==> src/rtl/invader_fleet_ctrl_pkg.sv <==
// Shared constants for the invader fleet controller: geometry defaults,
// state encoding and the per-tick action classification.
package invader_fleet_ctrl_pkg;

  localparam int DEF_X_W       = 10;
  localparam int DEF_Y_W       = 10;
  localparam int DEF_COL_W     = 3;
  localparam int DEF_START_X   = 64;
  localparam int DEF_START_Y   = 64;
  localparam int DEF_STEP_X    = 8;
  localparam int DEF_DROP_Y    = 16;
  localparam int DEF_COL_PITCH = 48;
  localparam int DEF_INV_W     = 32;
  localparam int DEF_SCREEN_W  = 640;
  localparam int DEF_SCREEN_H  = 480;
  localparam int DEF_MARGIN    = 16;
  localparam int DEF_LAND_Y    = 416;
  localparam int DEF_TICK_CNT_W = 20;

  // Legacy-compatible state encoding shared with the rest of the game logic.
  localparam logic [1:0] ST_MARCH  = 2'd0;
  localparam logic [1:0] ST_HALT   = 2'd1;
  localparam logic [1:0] ST_LANDED = 2'd2;

  typedef enum logic [1:0] {
    ACT_NONE,
    ACT_STEP,
    ACT_DROP,
    ACT_HALT
  } action_t;

endpackage

==> src/rtl/invader_fleet_ctrl_if.sv <==
// Bundle between the game controller / sprite renderer and the fleet controller.
interface invader_fleet_ctrl_if #(
  parameter int X_W   = 10,
  parameter int Y_W   = 10,
  parameter int COL_W = 3
);
  logic             enb;
  logic             global_tick;
  logic             new_wave;
  logic [COL_W-1:0] col_min;
  logic [COL_W-1:0] col_max;
  logic             fleet_empty;
  logic [X_W-1:0]   fleet_x;
  logic [Y_W-1:0]   fleet_y;
  logic             dir_right;
  logic             anim_frame;
  logic             move_pulse;
  logic             landed;

  modport master (
    output enb, global_tick, new_wave, col_min, col_max, fleet_empty,
    input  fleet_x, fleet_y, dir_right, anim_frame, move_pulse, landed
  );

  modport slave (
    input  enb, global_tick, new_wave, col_min, col_max, fleet_empty,
    output fleet_x, fleet_y, dir_right, anim_frame, move_pulse, landed
  );
endinterface

==> src/rtl/invader_fleet_ctrl_edge_calc.sv <==
// Combinational edge test: decides whether the fleet may take another march
// step in its current direction, and whether a drop would land it.
module fleet_edge_calc
  import invader_fleet_ctrl_pkg::*;
#(
  parameter int X_W       = DEF_X_W,
  parameter int Y_W       = DEF_Y_W,
  parameter int COL_W     = DEF_COL_W,
  parameter int STEP_X    = DEF_STEP_X,
  parameter int DROP_Y    = DEF_DROP_Y,
  parameter int COL_PITCH = DEF_COL_PITCH,
  parameter int INV_W     = DEF_INV_W,
  parameter int SCREEN_W  = DEF_SCREEN_W,
  parameter int MARGIN    = DEF_MARGIN,
  parameter int LAND_Y    = DEF_LAND_Y
) (
  input  logic [X_W-1:0]   fleet_x,
  input  logic [Y_W-1:0]   fleet_y,
  input  logic [COL_W-1:0] col_min,
  input  logic [COL_W-1:0] col_max,
  input  logic             dir_right,
  output logic             can_step,
  output logic             will_land
);

  // Two extra bits keep every sum below from wrapping.
  localparam int E_W  = X_W + 2;
  localparam int YE_W = Y_W + 1;

  localparam logic [E_W-1:0]  PITCH       = E_W'(COL_PITCH);
  localparam logic [E_W-1:0]  SPRITE_W    = E_W'(INV_W);
  localparam logic [E_W-1:0]  STEP        = E_W'(STEP_X);
  localparam logic [E_W-1:0]  RIGHT_LIMIT = E_W'(SCREEN_W - MARGIN);
  localparam logic [E_W-1:0]  LEFT_LIMIT  = E_W'(MARGIN + STEP_X);
  localparam logic [YE_W-1:0] DROP        = YE_W'(DROP_Y);
  localparam logic [YE_W-1:0] LAND        = YE_W'(LAND_Y);

  logic [E_W-1:0]  left_edge;
  logic [E_W-1:0]  right_edge;
  logic [E_W-1:0]  min_offset;
  logic [E_W-1:0]  max_offset;
  logic [YE_W-1:0] dropped_y;

  always_comb begin
    min_offset = E_W'(col_min) * PITCH;
    max_offset = E_W'(col_max) * PITCH;
    left_edge  = {2'b00, fleet_x} + min_offset;
    right_edge = {2'b00, fleet_x} + max_offset + SPRITE_W;
    if (dir_right) begin
      can_step = (right_edge + STEP) <= RIGHT_LIMIT;
    end else begin
      can_step = left_edge >= LEFT_LIMIT;
    end
    dropped_y = {1'b0, fleet_y} + DROP;
    will_land = dropped_y >= LAND;
  end

endmodule

==> src/rtl/invader_fleet_ctrl.sv <==
// Invader formation controller: one march step or edge drop per global_tick,
// publishing the registered anchor position, direction and animation phase.
module invader_fleet_ctrl
  import invader_fleet_ctrl_pkg::*;
#(
  parameter int X_W       = DEF_X_W,
  parameter int Y_W       = DEF_Y_W,
  parameter int START_X   = DEF_START_X,
  parameter int START_Y   = DEF_START_Y,
  parameter int STEP_X    = DEF_STEP_X,
  parameter int DROP_Y    = DEF_DROP_Y,
  parameter int COL_PITCH = DEF_COL_PITCH,
  parameter int INV_W     = DEF_INV_W,
  parameter int SCREEN_W  = DEF_SCREEN_W,
  parameter int MARGIN    = DEF_MARGIN,
  parameter int LAND_Y    = DEF_LAND_Y,
  parameter int COL_W     = DEF_COL_W
) (
  input logic                 clk,
  input logic                 rst,
  invader_fleet_ctrl_if.slave bus
);

  localparam logic [X_W-1:0] X0   = X_W'(START_X);
  localparam logic [Y_W-1:0] Y0   = Y_W'(START_Y);
  localparam logic [X_W-1:0] STEP = X_W'(STEP_X);
  localparam logic [Y_W-1:0] DROP = Y_W'(DROP_Y);

  logic [1:0]     state;
  logic [X_W-1:0] fleet_x;
  logic [Y_W-1:0] fleet_y;
  logic           dir_right;
  logic           anim_frame;
  logic           move_pulse;
  logic           landed;
  logic           can_step;
  logic           will_land;
  action_t        action;

  fleet_edge_calc #(
    .X_W       (X_W),
    .Y_W       (Y_W),
    .COL_W     (COL_W),
    .STEP_X    (STEP_X),
    .DROP_Y    (DROP_Y),
    .COL_PITCH (COL_PITCH),
    .INV_W     (INV_W),
    .SCREEN_W  (SCREEN_W),
    .MARGIN    (MARGIN),
    .LAND_Y    (LAND_Y)
  ) u_edge (
    .fleet_x   (fleet_x),
    .fleet_y   (fleet_y),
    .col_min   (bus.col_min),
    .col_max   (bus.col_max),
    .dir_right (dir_right),
    .can_step  (can_step),
    .will_land (will_land)
  );

  // Only a live, enabled tick in MARCH produces an action; emptiness wins over movement.
  always_comb begin
    action = ACT_NONE;
    if (state == ST_MARCH && bus.global_tick && bus.enb) begin
      if (bus.fleet_empty) begin
        action = ACT_HALT;
      end else if (can_step) begin
        action = ACT_STEP;
      end else begin
        action = ACT_DROP;
      end
    end
  end

  always_ff @(posedge clk) begin
    if (rst) begin
      state      <= ST_MARCH;
      fleet_x    <= X0;
      fleet_y    <= Y0;
      dir_right  <= 1'b1;
      anim_frame <= 1'b0;
      move_pulse <= 1'b0;
      landed     <= 1'b0;
    end else if (bus.new_wave) begin
      state      <= ST_MARCH;
      fleet_x    <= X0;
      fleet_y    <= Y0;
      dir_right  <= 1'b1;
      move_pulse <= 1'b0;
      landed     <= 1'b0;
    end else begin
      move_pulse <= 1'b0;
      case (action)
        ACT_HALT: begin
          state <= ST_HALT;
        end
        ACT_STEP: begin
          fleet_x    <= dir_right ? fleet_x + STEP : fleet_x - STEP;
          move_pulse <= 1'b1;
          anim_frame <= ~anim_frame;
        end
        ACT_DROP: begin
          fleet_y    <= fleet_y + DROP;
          dir_right  <= ~dir_right;
          move_pulse <= 1'b1;
          anim_frame <= ~anim_frame;
          if (will_land) begin
            landed <= 1'b1;
            state  <= ST_LANDED;
          end
        end
        default: begin
        end
      endcase
    end
  end

  assign bus.fleet_x    = fleet_x;
  assign bus.fleet_y    = fleet_y;
  assign bus.dir_right  = dir_right;
  assign bus.anim_frame = anim_frame;
  assign bus.move_pulse = move_pulse;
  assign bus.landed     = landed;

endmodule

==> src/flat_wrapper.sv <==
// flat-port wrapper written by rule: the top's interface ports become plain ports
module invader_fleet_ctrl_flat import invader_fleet_ctrl_pkg::*;
#(
  parameter int X_W       = DEF_X_W,
  parameter int Y_W       = DEF_Y_W,
  parameter int START_X   = DEF_START_X,
  parameter int START_Y   = DEF_START_Y,
  parameter int STEP_X    = DEF_STEP_X,
  parameter int DROP_Y    = DEF_DROP_Y,
  parameter int COL_PITCH = DEF_COL_PITCH,
  parameter int INV_W     = DEF_INV_W,
  parameter int SCREEN_W  = DEF_SCREEN_W,
  parameter int MARGIN    = DEF_MARGIN,
  parameter int LAND_Y    = DEF_LAND_Y,
  parameter int COL_W     = DEF_COL_W
)
  (clk, rst, bus_enb, bus_global_tick, bus_new_wave, bus_col_min, bus_col_max, bus_fleet_empty, bus_fleet_x, bus_fleet_y, bus_dir_right, bus_anim_frame, bus_move_pulse, bus_landed);
  invader_fleet_ctrl_if #(.X_W(X_W), .Y_W(Y_W), .COL_W(COL_W)) bus_i ();
  input logic clk;
  input logic rst;
  input wire logic [$bits(bus_i.enb)-1:0] bus_enb;
  input wire logic [$bits(bus_i.global_tick)-1:0] bus_global_tick;
  input wire logic [$bits(bus_i.new_wave)-1:0] bus_new_wave;
  input wire logic [$bits(bus_i.col_min)-1:0] bus_col_min;
  input wire logic [$bits(bus_i.col_max)-1:0] bus_col_max;
  input wire logic [$bits(bus_i.fleet_empty)-1:0] bus_fleet_empty;
  output wire logic [$bits(bus_i.fleet_x)-1:0] bus_fleet_x;
  output wire logic [$bits(bus_i.fleet_y)-1:0] bus_fleet_y;
  output wire logic [$bits(bus_i.dir_right)-1:0] bus_dir_right;
  output wire logic [$bits(bus_i.anim_frame)-1:0] bus_anim_frame;
  output wire logic [$bits(bus_i.move_pulse)-1:0] bus_move_pulse;
  output wire logic [$bits(bus_i.landed)-1:0] bus_landed;
  assign bus_i.enb = bus_enb;
  assign bus_i.global_tick = bus_global_tick;
  assign bus_i.new_wave = bus_new_wave;
  assign bus_i.col_min = bus_col_min;
  assign bus_i.col_max = bus_col_max;
  assign bus_i.fleet_empty = bus_fleet_empty;
  assign bus_fleet_x = bus_i.fleet_x;
  assign bus_fleet_y = bus_i.fleet_y;
  assign bus_dir_right = bus_i.dir_right;
  assign bus_anim_frame = bus_i.anim_frame;
  assign bus_move_pulse = bus_i.move_pulse;
  assign bus_landed = bus_i.landed;
  invader_fleet_ctrl #(.X_W(X_W), .Y_W(Y_W), .START_X(START_X), .START_Y(START_Y), .STEP_X(STEP_X), .DROP_Y(DROP_Y), .COL_PITCH(COL_PITCH), .INV_W(INV_W), .SCREEN_W(SCREEN_W), .MARGIN(MARGIN), .LAND_Y(LAND_Y), .COL_W(COL_W)) u_core (.clk(clk), .rst(rst), .bus(bus_i));
endmodule
==> config.mk <==
export PLATFORM = sky130hd
export DESIGN_NAME = invader_fleet_ctrl_flat
export DESIGN_NICKNAME = d
export VERILOG_FILES = /design/src/rtl/invader_fleet_ctrl_pkg.sv /design/src/rtl/invader_fleet_ctrl_if.sv /design/src/rtl/invader_fleet_ctrl_edge_calc.sv /design/src/rtl/invader_fleet_ctrl.sv /design/src/flat_wrapper.sv
export SDC_FILE = /design/constraint.sdc
export NUM_CORES = 1
export LEC_CHECK = 0
export ABC_AREA = 1
export ABC_CLOCK_PERIOD_IN_PS = 3600
export CORE_MARGIN = 2
export CORE_UTILIZATION = 45
export DETAILED_ROUTE_END_ITERATION = 8
export DONT_BUFFER_PORTS = 1
export SYNTH_ARGS = -nofsm -noshare
export SYNTH_HDL_FRONTEND = slang
export SYNTH_SLANG_ARGS = --single-unit
==> constraint.sdc <==
create_clock -name clk -period 3.6 [get_ports clk]
set_clock_uncertainty 0.05 [all_clocks]
set_input_delay 0 -clock clk [delete_from_list [all_inputs] [get_ports clk]]
set_output_delay 0 -clock clk [all_outputs]
set_load 0.005 [all_outputs]
* Yosys cells after proc, flatten, opt, wreduce, memory -nomap -nowiden
Cells that the tools add are included.
Storage, ports and cells: register bits after elaboration 26, output and inout port bits 24, logic and storage cells 44
Operators by class: $add $sub $neg 8, $mul 2, $lt $le $gt $ge 3, eq/ne operators 4, mux-type cells 8, bitwise operators 3, reduce and logical (&&, ||, !) cells 9
Operator list (number):
- adder 10 x 9 -> 11 bit | 2
- adder 11 x 6 -> 12 bit, second input constant | 1
- adder 12 x 4 -> 12 bit, second input constant | 1
- less-or-equal comparator 12 x 10 -> 1 bit, second input constant | 1
- adder 10 x 5 -> 11 bit, second input constant | 1
- greater-or-equal comparator 11 x 5 -> 1 bit, second input constant | 1
- greater-or-equal comparator 11 x 9 -> 1 bit, second input constant | 1
- adder 10 x 4 -> 10 bit, second input constant | 1
- adder 10 x 5 -> 10 bit, second input constant | 1
- multiplier 3 x 2 -> 5 bit, second input constant | 2
- two-way mux 10 bit | 1
- subtractor 10 x 4 -> 10 bit, second input constant | 1
- two-way mux 2 bit | 4
- AND reduction 2 bit | 3
- == test 2 bit, second input constant | 2
- case mux 2 bit (2 select lines) | 1
- OR reduction 2 bit | 2
- inverter 1 bit | 3
- == test 2 x 1 -> 1 bit, second input constant | 1
- logical AND 1 bit | 2
- zero test 2 bit | 1
- two-way mux 1 bit | 2
- inequality test 2 bit, second input constant | 1
- nonzero test 2 bit | 1

* Longest topological paths before layout
word-level depth 12, gate-level depth with buffers 22, depth with buffers taken out 21

* Hierarchy
From an unflattened synthesis, not the netlist that was laid out.
Unflattened totals: cells, all modules 288, area total of the unflattened synthesis 1979.4 sq um
By module, submodules not included:
- invader_fleet_ctrl | instances 1, cells an instance 155, area an instance 1129.8 sq um, seq. area each 380.4 sq um
- fleet_edge_calc | instances 1, cells an instance 133, area an instance 849.6 sq um, seq. area each 0.0 sq um

* Worst setup path before layout
No wires, ideal clock.
path kind input port to flip-flop, start point in bus_col_max[0], end point reg u_core.fleet_x[6], in the netlist u_core.bus.fleet_x[6], arrival time 2.856 ns, required time 3.426 ns, slack 0.570 ns, cell stages on the path 19, buffers on the path 1, cell sequence ha_1 > fa_1 > xor2_1 > ha_1 > ha_1 > a21oi_1 > nand2_1 > nand2_1 > nand2_1 > a21oi_1 > nand2_1 > nand2_2 > nand2_4 > o21ai_0 > ha_1 > clkbuf_1 > inv_1 > a21oi_1 > o21ai_0
On the way: cells in the longest elaborated chain, start to end 10
Ends and longest elaborated chain:
- from (decl) | line flat_wrapper.sv:25 | input wire logic [$bits(bus_i.col_max)-1:0] bus_col_max;
- multiplier 3 x 2 -> 5 bit | line invader_fleet_ctrl_edge_calc.sv:46 | max_offset = E_W'(col_max) * PITCH;
- adder 10 x 9 -> 11 bit | line invader_fleet_ctrl_edge_calc.sv:48 | right_edge = {2'b00, fleet_x} + max_offset + SPRITE_W;
- adder 11 x 6 -> 12 bit | line invader_fleet_ctrl_edge_calc.sv:48
- adder 12 x 4 -> 12 bit | line invader_fleet_ctrl_edge_calc.sv:50 | can_step = (right_edge + STEP) <= RIGHT_LIMIT;
- less-or-equal comparator 12 x 10 -> 1 bit | line invader_fleet_ctrl_edge_calc.sv:50
- two-way mux 1 bit | line invader_fleet_ctrl_edge_calc.sv:49 | if (dir_right) begin
- two-way mux 2 bit | line invader_fleet_ctrl.sv:67 | end else if (can_step) begin
- two-way mux 2 bit | line invader_fleet_ctrl.sv:65 | if (bus.fleet_empty) begin
- two-way mux 2 bit | line invader_fleet_ctrl.sv:64 | if (state == ST_MARCH && bus.global_tick && bus.enb) begin
- == test 2 x 1 -> 1 bit | line invader_fleet_ctrl.sv:93 | case (action)
- to (signal assigned) | line invader_fleet_ctrl.sv:98 | fleet_x <= dir_right ? fleet_x + STEP : fleet_x - STEP;
- to (decl) | line invader_fleet_ctrl.sv:30 | logic [X_W-1:0] fleet_x;
No other way between the ends. A chain may end at the register's enable or synchronous reset.

* Final worst setup path
start point reg u_core.fleet_x[4], in the netlist u_core.bus.fleet_x[4], end point reg u_core.anim_frame, in the netlist u_core.bus.anim_frame
On the way: cells in the longest elaborated chain, start to end 11, elaborated cells on any way between the ends 14, those cells by class add/sub: 4; order compare: 2; eq/ne: 2; mux: 4; reduce/logical: 2
Ends and longest elaborated chain:
- adder 10 x 9 -> 11 bit | line invader_fleet_ctrl_edge_calc.sv:48
- adder 11 x 6 -> 12 bit | line invader_fleet_ctrl_edge_calc.sv:48
- adder 12 x 4 -> 12 bit | line invader_fleet_ctrl_edge_calc.sv:50
- less-or-equal comparator 12 x 10 -> 1 bit | line invader_fleet_ctrl_edge_calc.sv:50
- two-way mux 1 bit * | line invader_fleet_ctrl_edge_calc.sv:49
- two-way mux 2 bit * | line invader_fleet_ctrl.sv:67
- two-way mux 2 bit * | line invader_fleet_ctrl.sv:65
- two-way mux 2 bit * | line invader_fleet_ctrl.sv:64
- == test 2 x 1 -> 1 bit or == test 2 bit (tied branches) | line invader_fleet_ctrl.sv:93
- OR reduction 2 bit (no source line) *
- AND reduction 2 bit (no source line) *
- to (signal assigned) | line invader_fleet_ctrl.sv:100 | anim_frame <= ~anim_frame;
- to (signal assigned) | line invader_fleet_ctrl.sv:106 | anim_frame <= ~anim_frame;
- to (decl) | line invader_fleet_ctrl.sv:33 | logic anim_frame;
Mark *: on every way between the ends. The rest lies on a longest branch, timed or not.

==> summary.json <==
{
  "outcome": {
    "run_status": "finished clean"
  },
  "yosys": {
    "avgSynthCellArea_um2": 7.288,
    "asr_flop_ratio_synth_pct": 0,
    "synthMuxAreaShare_pct": 0,
    "arithmetic_cell_share_of_the_synthesized_area_counting_full_adders_half_adders_and_majority_gates_pct": 26.63,
    "synth_area_in_xor_xnor_pct": 4.905,
    "post_synth_most_frequent_cells": "45 x nand2_1, 37 x inv_1, 30 x ha_1, 22 x nor2_1, 19 x dfxtp_1",
    "synth_sequential_area_ratio_pct": 21.30,
    "syn_inst": 245,
    "synth_top_cell_by_area": "dfxtp_1",
    "synthMostInstantiatedCell": "nand2_1",
    "synth_simple_gate_area_share_pct": 24.88,
    "synth_enable_flop_cells": 0,
    "postSynth.topFlopCell": "dfxtp_1",
    "synth_area_leaders": "dfxtp_1 21%, ha_1 21%, nand2_1 9.5%, inv_1 7.8%, fa_1 5.6%",
    "synth_compound_area_share_pct": 10.30,
    "post_synth_instance_area_mm2": 0.001785,
    "netlist.area_leader.share_pct": 21.30,
    "synth_top_family_by_area": "adder cells",
    "post_synth_num_cell_types": 30,
    "ys.warnings.count": 0,
    "ys_seq_elements": 19
  },
  "finish": {
    "syn2layout_area_growth_pct": 7.638,
    "n_antenna_cell": 0,
    "proportion_of_layout_cells_with_a_drive_suffix_above_1_pct": 5.556,
    "area.sequential_um2": 387.9,
    "num-nets-final": 300,
    "n_fill_cell": 399,
    "multi_input_comb_area_mm2": 0.001225
  },
  "floorplan": {
    "start_util_pct": 47.69,
    "ioPinCount": 36,
    "fp.dieH_um": 66.99,
    "chipWidth_um": 66.99,
    "placementRows": 22,
    "core-area_mm2": 0.003744,
    "full_die_area_mm2": 0.004488
  },
  "pwr": {
    "clock_power_share_pct": 28.0,
    "cell_internal_pwr_w": 0.0003650,
    "pd_cells_mw_per_mm2": 287.3,
    "comb_power_share_pct": 31.1,
    "share_seq_of_total_power_pct": 40.9,
    "vdd_ir_drop_max_v": 0.0001500,
    "share_of_total_power_consumed_by_net_switching_pct": 33.90,
    "design_power_w": 0.0005522,
    "power_leakage_nw": 1.018,
    "switchingPower_w": 0.0001872
  },
  "sta": {
    "setup_violations": 0,
    "post-route-period-util_pct": 94.50,
    "finalHoldViolations": 0,
    "timing.fmax_mhz": 294.0,
    "fin_setup_tns_ns": 0,
    "slew_viol_final": 0,
    "rsz_0062_raised_after_global_routing": "no",
    "period_minus_slack_ns": 3.402
  },
  "grt": {
    "first_global_vias": 1325,
    "grt.total_usage_pct": 17.11,
    "grt_antenna_before_repair": 0,
    "grt_max_degree": 14,
    "grt_overflow_total": 0,
    "grt_pass1_wl_mm": 5.789
  },
  "detailed_routing": {
    "detail_route.wl_per_cell_um": 11.50,
    "drtIter0Drc": 26,
    "drtAntennaViolNets": 0,
    "routed_via_count_divided_by_cell_count": 4.937,
    "drc": 0,
    "routed_wl_mm": 3.450,
    "detailedRoute.firstPassIterationCount": 4,
    "routed-via-count": 1481
  },
  "clocking": {
    "cts.reportedPaths.clkPinSlew_ns": 0.08,
    "clock_tree_buf_depth": 2,
    "number_of_setup_buffers_added_after_cts": 0,
    "clk-insertion-delay-late_ns": 0.26,
    "cts_buffers": 3,
    "clock_tree_from_tritoncts": "done",
    "level_count_of_the_clock_h_tree": 1,
    "numClockSinks": 19,
    "cts_root_buf": "clkbuf_8"
  },
  "job": {
    "drv_cap": 0
  },
  "worst_setup_path": {
    "signal_arrival_time_at_the_worst_endpoint_ns": 3.51,
    "timing_worst_setup_path_type": "flop to flop",
    "cp_data_required_time_ns": 3.71,
    "critical_path.max_fanout": 6,
    "critical_path.startpoint_type": "flop",
    "crit_end_element": "flop"
  },
  "place": {
    "gpl.final_weighted_congestion": 0.7565,
    "io_buffer_count": 0,
    "detailedPlacementHpwl_mm": 2.812
  },
  "worst_hold_path": {
    "timing.hold.worst.class": "input port to flop"
  }
}
## per-stage QoR
| step | hold slack, ns | area (µm²) | std cells | worst slack, ns | util [%] |
|---|---|---|---|---|---|
| after floorplan | 0.02238 | 1808 | 251 | 0.5699 | - |
| after CTS | 0.01298 | 1907 | 300 | 0.02682 | 50.94 |
| final | 0.02102 | 1922 | 300 | 0.1981 | 51.34 |
| after global placement | 0.02317 | 1800 | 290 | 0.4618 | 48.09 |
| after global routing | 0.03807 | 1922 | 300 | 0.002064 | 51.34 |
| after detailed placement | 0.02745 | 1800 | 290 | 0.3675 | 48.09 |
## cells by family after synthesis
family / after synthesis
DFF: 19
and+or+nand+nor: 99
adders and majority gates: 35
other: 1
AOI/OAI and AO/OA: 34
xor gates and xnor gates: 10
buffers and inverters: 47
## cell type report
| cell class | instances | area share, % |
|---|---|---|
| multi-input cells | 185 | 63.74 |
| flip-flops and latches | 19 | 20.18 |
| inverters | 38 | 7.422 |
| repair buffers | 6 | 3.125 |
| well taps | 48 | 3.125 |
| clock buffers | 3 | 2.148 |
| clock inverters | 1 | 0.2604 |
## power groups by stage
stage          Sequential [W]  Combinational [W]  Clock, W
3_3_place_gp         0.000232           0.000165         0
6_report             0.000226           0.000172  0.000154
4_1_cts              0.000227           0.000172  0.000155
2_1_floorplan        0.000228           0.000143         0
5_1_grt              0.000227           0.000199  0.000164
3_5_place_dp         0.000232           0.000165         0
## repair_timing
action	in CTS	in global routing
endpoints found under the setup margin	0	1
hold endpoints to repair	10	0
resized for setup	0	7
hold buffers	6	0
## final timing paths
check,startpoint,endpoint,cells after the start,slack [ns]
worst max-delay path,u_core.bus.fleet_x[4]$_SDFFE_PP0N_,u_core.bus.anim_frame$_SDFFE_PP0P_,17,0.20
worst min-delay path,bus_fleet_empty,u_core.state[1]$_SDFFE_PP0P_,3,0.02
worst max register to register,u_core.bus.fleet_x[4]$_SDFFE_PP0N_,u_core.bus.anim_frame$_SDFFE_PP0P_,17,0.20
worst min register to register,u_core.state[1]$_SDFFE_PP0P_,u_core.state[1]$_SDFFE_PP0P_,2,0.41
## state kept, by name, indices dropped and copies added, names as in the netlist
signal / flops
u_core.bus.landed: 1
u_core.bus.fleet_y: 6
u_core.state: 2
u_core.bus.move_pulse: 1
u_core.bus.fleet_x: 7
u_core.bus.anim_frame: 1
u_core.bus.dir_right: 1
## layer usage
| metal | vias up | track usage (%) | share of wire [%] |
|---|---|---|---|
| li1 | 797 | - | - |
| met1 | 650 | 23.56 | 50 |
| met2 | 29 | 26.25 | 43 |
| met3 | 5 | 3.547 | 5.4 |
| met4 | 0 | 6.122 | 1.6 |
| met5 | - | 0 | 0 |
## cell usage in the layout (no fill, tap or decap), drive strengths merged, types with 3 or more instances in the layout
master / synthesis / routed
xnor2: 3 / 3
dfxtp: 19 / 19
nor2: 23 / 23
nand2: 47 / 47
nand3: 18 / 18
a21oi: 17 / 17
xor2: 7 / 7
clkbuf: 1 / 3
o21ai: 11 / 11
nor3: 3 / 3
fa: 5 / 5
inv: 37 / 37
nand4: 5 / 5
ha: 30 / 30
conb: 1 / 7
dlygate4sd3: 0 / 6
## critical path, cell delays in order, from the launching register on
cell and delay (ns):
dfxtp_4 0.38, ha_1 0.31, ha_2 0.20, fa_2 0.52, nand3_1 0.07, nor2_1 0.08
nand2_1 0.06, nand3_1 0.07, nand2_1 0.07, nand2_2 0.08, nand2_2 0.06, nand2_4 0.09
o21ai_0 0.09, ha_1 0.31, nor2_1 0.13, xnor2_1 0.12, nor2_1 0.05, dlygate4sd3_1 0.55
Note: power is estimated with default switching activity, not from simulation.
